$ cat config.mk
export PLATFORM = sky130hd
export DESIGN_NAME = wptr_full_ctrl
export DESIGN_NICKNAME = d
export VERILOG_FILES = /design/src/rtl/fifo_pkg.sv /design/src/rtl/gray2bin.sv /design/src/rtl/wptr_full_ctrl.sv
export SDC_FILE = /design/constraint.sdc
export NUM_CORES = 1
export LEC_CHECK = 0
export CAP_MARGIN = 0
export CORE_MARGIN = 3
export CORE_UTILIZATION = 49
export DETAILED_ROUTE_END_ITERATION = 7
export PLACE_DENSITY_LB_ADDON = 0.12
export RECOVER_POWER = 50
export SYNTH_ARGS = -nofsm -noshare
export SYNTH_HDL_FRONTEND = slang
export SYNTH_HIERARCHICAL = 1
export SYNTH_SLANG_ARGS = --single-unit
$ cat constraint.sdc
create_clock -name wclk -period 2.5 [get_ports wclk]
set_input_delay 0.25 -clock wclk [delete_from_list [all_inputs] [get_ports wclk]]
set_output_delay 0.25 -clock wclk [all_outputs]
set_load 0.02 [all_outputs]
$ cat src/rtl/fifo_pkg.sv
// fifo_pkg: pointer helpers shared by the write-side and read-side FIFO control blocks
package fifo_pkg;
    function automatic int fifo_depth(input int addr_w);
        return 1 << addr_w;
    endfunction
    function automatic logic [31:0] bin2gray(input logic [31:0] b);
        return b ^ (b >> 1);
    endfunction
    function automatic logic [31:0] gray2bin(input logic [31:0] g);
        logic [31:0] b;
        b = g;
        for (int i = 1; i < 32; i++) b = b ^ (g >> i);
        return b;
    endfunction
endpackage

$ cat src/rtl/gray2bin.sv
// gray2bin: combinational Gray-to-binary conversion (XOR prefix from the MSB down)
module gray2bin #(
    parameter int W = 5
) (
    input  logic [W-1:0] gray,
    output logic [W-1:0] bin
);
    for (genvar i = 0; i < W; i++) begin : g_bit
        assign bin[i] = ^gray[W-1:i];
    end
endmodule

$ cat src/rtl/wptr_full_ctrl.sv
// wptr_full_ctrl: write-domain pointer, full/almost-full, fill level and sticky overflow for the async FIFO
module wptr_full_ctrl
    import fifo_pkg::bin2gray;
    import fifo_pkg::fifo_depth;
#(
    parameter int ADDR_W   = 4,
    parameter int AFULL_TH = 2
) (
    input  logic              wclk,
    input  logic              wrst,
    input  logic              winc,
    input  logic [ADDR_W:0]   wq2_rptr,
    input  logic              wclr_ovf,
    output logic [ADDR_W-1:0] waddr,
    output logic [ADDR_W:0]   wptr,
    output logic              wfull,
    output logic              walmost_full,
    output logic [ADDR_W:0]   wlevel,
    output logic              wovf
);
    localparam int DEPTH = fifo_depth(ADDR_W);
    logic [ADDR_W:0] wbin, wbin_n, wgray_n, rbin, diff;
    logic            wen;
    gray2bin #(.W(ADDR_W + 1)) u_g2b (.gray(wq2_rptr), .bin(rbin));
    assign wen     = winc & ~wfull;
    assign wbin_n  = wbin + (ADDR_W + 1)'(wen);
    assign wgray_n = (ADDR_W + 1)'(bin2gray(32'(wbin_n)));
    // occupancy against the lagging read pointer: never optimistic
    assign diff    = wbin_n - rbin;
    assign waddr   = wbin[ADDR_W-1:0];
    always_ff @(posedge wclk or posedge wrst) begin
        if (wrst) begin
            wbin         <= '0;
            wptr         <= '0;
            wfull        <= 1'b0;
            walmost_full <= 1'b0;
            wlevel       <= '0;
            wovf         <= 1'b0;
        end else begin
            wbin         <= wbin_n;
            wptr         <= wgray_n;
            wfull        <= wgray_n == {~wq2_rptr[ADDR_W:ADDR_W-1], wq2_rptr[ADDR_W-2:0]};
            walmost_full <= diff >= (ADDR_W + 1)'(DEPTH - AFULL_TH);
            wlevel       <= diff;
            wovf         <= (winc & wfull) | (wovf & ~wclr_ovf);
        end
    end
endmodule

==> results of run 1 <==
## area by class of cell
| class | instances | area share |
|---|---|---|
| clock buffer | 3 | 0.0152 |
| clock inverter | 1 | 0.00338 |
| timing repair buffer | 41 | 0.245 |
| sequential | 17 | 0.288 |
| tap | 27 | 0.0228 |
| inverter | 16 | 0.0406 |
| multi-input combinational | 60 | 0.385 |
## power by group through the flow
stage / combinational [mW] / clock (mW) / sequential [mW]
finish: 1.57 / 0.149 / 0.535
global route: 1.74 / 0.168 / 0.559
CTS: 1.62 / 0.155 / 0.538
detailed placement: 1.61 / 0 / 0.544
global placement: 1.55 / 0 / 0.538
floorplan: 0.880 / 0 / 0.671
## worst paths after layout
path / startpoint / end / depth (start not counted)
worst max-delay path: wq2_rptr[3] / walmost_full / 10
min in group wclk: wclr_ovf / wovf / 2
max in group asynchronous: wrst / wlevel[4] / 2
worst min register to register: wfull / wovf / 2
worst min-delay path: wrst / wfull / 2
worst max register to register: wfull / walmost_full / 10
## routing by layer
metal,up-vias,share of wire
li1,398,-
met1,379,0.41
met2,29,0.51
met3,10,0.048
met4,0,0.033
met5,-,0
## placed cells by master (no fill, tap or decap), drive strengths merged, types with 3 or more instances in the layout
| master | Yosys | routed |
|---|---|---|
| inv | 16 | 16 |
| xor2 | 7 | 7 |
| xnor2 | 17 | 17 |
| nand2 | 3 | 3 |
| clkbuf | 1 | 5 |
| clkdlybuf4s50 | 0 | 20 |
| ha | 6 | 6 |
| dfrtp | 17 | 17 |
| dlygate4sd3 | 0 | 5 |
| buf | 5 | 14 |
## sequential cells by signal (all words and copies together), names as in the netlist
register / flops
wlevel: 5
wovf: 1
wptr: 4
wbin: 5
walmost_full: 1
wfull: 1
## kinds of logic after synthesis
logic type / Yosys count
adders and majority gates: 7
xor gates and xnor gates: 25
and+or+nand+nor: 11
AOI/OAI and AO/OA: 16
buffers and inverters: 22
DFF: 17
muxes: 1
## timing repair
item	in CTS	in global routing
hold endpoints to repair	0	0
endpoints found under the setup margin	0	1
gates resized for setup	0	1
## metrics by stage
stage	hold slack [ns]	utilization	setup WS (ns)
2_1_floorplan	0.176	-	0.0783
3_3_place_gp	0.502	0.711	-0.0682
3_5_place_dp	0.510	0.711	-0.148
4_1_cts	0.342	0.724	0.158
5_1_grt	0.507	0.724	0.0320
6_report	0.461	0.724	0.156
==> results.toml, run 1 <==
[sta]
timing.fmax_ghz = 0.427
grt_setup_unrepaired = "false"
final.setup.tns_ns = 0
final_period_minus_worst_setup_slack_ns = 2.34
slew_viol_final = 0
period_share = 0.938
worst-slew-pin-transition_ns = 0.624
final-hold-violation-count = 0
clock-skew-final_ns = 0.00356
finalSetupViolations = 0
slew_headroom = 0.584

[die]
dieWidth_um = 53.2
design.portCount = 26
floorplan.die_area_sq_um = 2830
start_util = 0.536
die_height_um = 53.2
row_count = 16
core_area_sq_um = 2040

[setup_path]
path_delay_family = "XOR/XNOR gates"
critical_path_buf_inv_count = 2
path_class = "input port to flip-flop"
cpPeakStageDelay_ns = 0.53
worst_endpoint_required_time_ns = 2.69
critPathMaxFanout = 2
worst_reg2reg_setup_slack_ns = 0.26
crit_path_end_kind = "flip-flop"
crit_chain = "clkdlybuf4s50_1 -> xor2_2 -> xnor3_1 -> ha_1 -> fa_1 -> inv_1 -> a21o_1 -> a21oi_1 -> xnor2_1 -> a31o_2"
slowest_stage = "clkdlybuf4s50_1"
critical_path.startpoint_type = "input port"
crit_arrival_ns = 2.54

[cells_and_area]
layoutNonFillerInstCount = 165
multi_input_comb_area_sq_um = 569
sequential_cell_area_sq_um = 425
final_nets = 155
filler_cells = 166
final_cell_area_sq_um = 1480
area.growth.synth_to_final_pct = 35.2
post_route_cells_drive_above_1_share = 0.196
antenna_fix_cells = 0

[yosys]
synthDominantAreaCellType = "dfrtp_1"
dominant_combinational_cell_family_by_area_after_synthesis = "XOR/XNOR gates"
syn_avg_cell_area_sq_um = 11.0
number_of_instances_in_the_synthesized_netlist = 99
ys_seq_elements = 17
post_synthesis_adder_cell_area_fraction = 0.0870
synth_edf_count = 0
post-synth-top-count-cell = "dfrtp_1"
synth_xor_xnor_area_share = 0.244
post_synthesis_sequential_area_ratio = 0.389
synth_top_flop_cell = "dfrtp_1"
mappedNetlistNets = 115
syn-cell-area_sq_um = 1090
post_synth_num_cell_types = 34
synth-simple-area-share = 0.0629
post_synthesis_compound_gate_area_fraction = 0.111
yosys_warn_count = 6
synth.area.mux_share = 0.00915
synth_top_cells_by_count = "dfrtp_1, inv_1, xnor2_1"
asyncSetResetFlopFracSynth = 1.00
synth_largest_type_area_fraction = 0.389
synth.area.top_cells = "dfrtp_1, xnor2_1, ha_1"

[routing]
route.final.wire_length_um = 2150
detailedRoute.firstIterationViolations = 9
route.antenna.remaining_nets = 0
detail_route.first_pass.iterations = 4
vias = 816
drcViolationCount = 0
route.detailed.vias_per_inst = 4.95
wl_per_cell_um = 13.0

[cts]
cts.sinks = 17
clock_transition_at_the_register_clock_pins_on_the_worst_setup_and_hold_paths_after_cts_ns = 0.10
tritoncts.num_buffers = 3
cts.hold.buffers_added = 0
tritoncts = "done"
cts.path.max_buffers = 2
postCtsSetupRepairBufs = 0
insertion_delay_ns = 0.29
clock_tree.root_cell = "clkbuf_4"
total_number_of_h_tree_levels = 1

[power_and_ir_drop]
share_comb_of_total_power = 0.697
p_int_mw = 1.28
power-per-cell-area_nw_per_um2 = 1530
total_leakage_power_nw = 0.686
ir_worst_vdd_v = 0.00105
power.switching_fraction = 0.431
clock_power_share = 0.066
seq_power_share = 0.237
power_mw = 2.26
p_sw_mw = 0.974

[run]
maxCapViolations = 0

[grt]
met1_usage = 0.215
grt_max_degree = 18
first_global_vias = 861
grt_most_used_layer = "met2"
globalRouteTotalUtil = 0.187
antenna_found_initial = 0
gr-usage-met2 = 0.320
use_met3 = 0.0310
grt_first_pass_wirelength_um = 3720
grt_overflow_total = 0

[placement]
detailedPlacementHpwl_um = 1750
dpl-instance-area_sq_um = 1450
place.gp.congestion = 0.813
dpl.cell_count = 161
portBuffers = 25

[worst_hold_path]
holdCritPathClass = "input port to asynchronous set/reset pin"

[run_status]
run_status = "finished clean"
No activity file was read; power rests on OpenSTA's default activity.
==> run 2, diff against run 1 <==
==> constraint.sdc (replaced) <==
create_clock -name wclk -period 2.5 [get_ports wclk]
set_input_delay 0.375 -clock wclk [delete_from_list [all_inputs] [get_ports wclk]]
set_output_delay 0.375 -clock wclk [all_outputs]
set_load 0.02 [all_outputs]
==> run 2 against run 1 <==
Net effect:
- sequential share of layout area decreased by 0.41 points
- via count down 0.25%
- power increased by 1.7%
- global-route usage up 0.32 points
- core utilization up 1.0 points
- sequential power is 2% higher
- count of clock-buffer cells in the layout is the same
- setup slack worse by 0.084 ns
- die area unchanged
- hold slack gained 0.11 ns
- cell area up 1.4%
- cell count increased by 0.61%
- critical endpoint unchanged
- largest power group unchanged
==> results.toml, run 2 (synthesis results as in run 1) <==
[cells_and_area]
sequential_cell_area_sq_um = 425
post_route_cells_drive_above_1_share = 0.223
area.growth.synth_to_final_pct = 37.2
postLayoutCoreUtil = 0.735
commonest_cells_after_routing_fill_and_taps_aside = "clkdlybuf4s50_1, dfrtp_1, inv_1"
final_nets = 156
layout_commonest_cell = "clkdlybuf4s50_1"
filler_cells = 146
multi_input_comb_area_sq_um = 578
antenna_fix_cells = 0
largestRegisters = "wbin x5, wlevel x5, wptr x4"

[sta]
slew_headroom = 0.576
slew_viol_final = 0
hold-worst-slack_ns = 0.570
finalSetupViolations = 0
finalWorstSetupSlack_ns = 0.0715
final.setup.tns_ns = 0
worst-slew-pin-transition_ns = 0.636
clock-skew-final_ns = 0.00341
final_period_minus_worst_setup_slack_ns = 2.43
final-hold-violation-count = 0
period_share = 0.971
timing.fmax_ghz = 0.412

[run_status]
run_status = "finished clean"

[die]
core_area_sq_um = 2040
start_util = 0.536
row_count = 16
floorplan.die_area_sq_um = 2830
dieWidth_um = 53.2
die_height_um = 53.2
design.portCount = 26

[setup_path]
worst_endpoint_required_time_ns = 2.69
critPathMaxFanout = 3
crit_arrival_ns = 2.62
critical_path.startpoint_type = "input port"
timing.reg2reg.worst_path_depth = 10
crit_path_end_kind = "flip-flop"
path_class = "input port to flip-flop"

[placement]
place.gp.congestion = 0.813
place_ws_ns = -0.273
portBuffers = 25
detailedPlacementHpwl_um = 1760

[routing]
route.antenna.remaining_nets = 0
route.final.wire_length_um = 2270
detail_route.first_pass.iterations = 4
route.detailed.vias_per_inst = 4.90
vias = 814
drcViolationCount = 0
detailedRoute.firstIterationViolations = 18
wl_per_cell_um = 13.7

[grt]
globalRouteTotalUtil = 0.190
antenna_found_initial = 0
grt_overflow_total = 0
grt_max_degree = 18
grt_most_used_layer = "met2"
grt_first_pass_wirelength_um = 3840
use_met3 = 0.0282
met1_usage = 0.217
gr-usage-met2 = 0.347
first_global_vias = 876

[power_and_ir_drop]
ir_worst_vdd_v = 0.00111
power-per-cell-area_nw_per_um2 = 1530
total_leakage_power_nw = 0.705

[cts]
cts.path.max_buffers = 2
clock_tree.root_cell = "clkbuf_4"
cts.sinks = 17
total_number_of_h_tree_levels = 1
insertion_delay_ns = 0.29
cts.hold.buffers_added = 0
tritoncts.num_buffers = 3
clock_transition_at_the_register_clock_pins_on_the_worst_setup_and_hold_paths_after_cts_ns = 0.10
tritoncts = "done"

[worst_hold_path]
hold-path-cell-count = 2
holdCritPathClass = "flip-flop to flip-flop"

[run]
maxCapViolations = 0
## run 2: cell types whose count changed in the layout (fill, tap and decap cells not counted)
cell             before  now
ha_2                  0    2
clkdlybuf4s50_1      20   19
a21oi_2               0    1
buf_4                14   15
ha_1                  6    4
dlygate4sd3_1         5    4
a21oi_1               2    1
dlymetal6s2s_1        0    2
## run 2: per-stage QoR
stage	instances	total power, mW	cell area [sq um]
4_1_cts	166	2.33	1490
2_1_floorplan	99	1.55	1090
3_5_place_dp	162	2.16	1460
6_report	166	2.30	1500
5_1_grt	166	2.49	1500
3_3_place_gp	162	2.10	1460
## run 2: repair_timing
action / 4_1_cts / 5_1_grt
endpoints found under the setup margin: 0 / 2
buffers inserted: 0 / 0
resized for setup: 0 / 6
## run 2: worst max-delay path: stages
cell	delay (ns)
clkdlybuf4s50_1	0.48
nor2b_1	0.16
ha_2	0.22
ha_2	0.21
xnor2_2	0.12
inv_1	0.06
ha_1	0.31
a21o_1	0.18
a21oi_2	0.16
xnor2_1	0.11
a31o_2	0.22
## run 2: area by class of cell
cell class / instances / area share
Tap cell: 27 / 0.0225
Multi-Input combinational cell: 60 / 0.385
Inverter: 16 / 0.0400
Sequential cell: 17 / 0.284
Clock buffer: 3 / 0.0150
Clock inverter: 1 / 0.00334
Timing Repair Buffer: 42 / 0.250
## run 2: metal layers
layer / wire length [um] / vias up
met3: 97 / 4
met5: 0 / -
met1: 979 / 393
li1: - / 395
met4: 27 / 0
met2: 1170 / 22
## run 2: path summary, 6_finish.rpt
check / from / end / slack (ns)
max in group asynchronous: wrst / wbin[4] / 1.50
max: winc / walmost_full / 0.07
min reg2reg: wfull / wovf / 0.57
min: wfull / wovf / 0.57
max reg2reg: wfull / walmost_full / 0.25
min in group asynchronous: wrst / wlevel[0] / 0.59
## run 2: power breakdown
part           internal, mW  total, mW  switching (mW)
combinational         0.821       1.61           0.785
clock                0.0595      0.147          0.0879
sequential            0.427      0.544           0.117
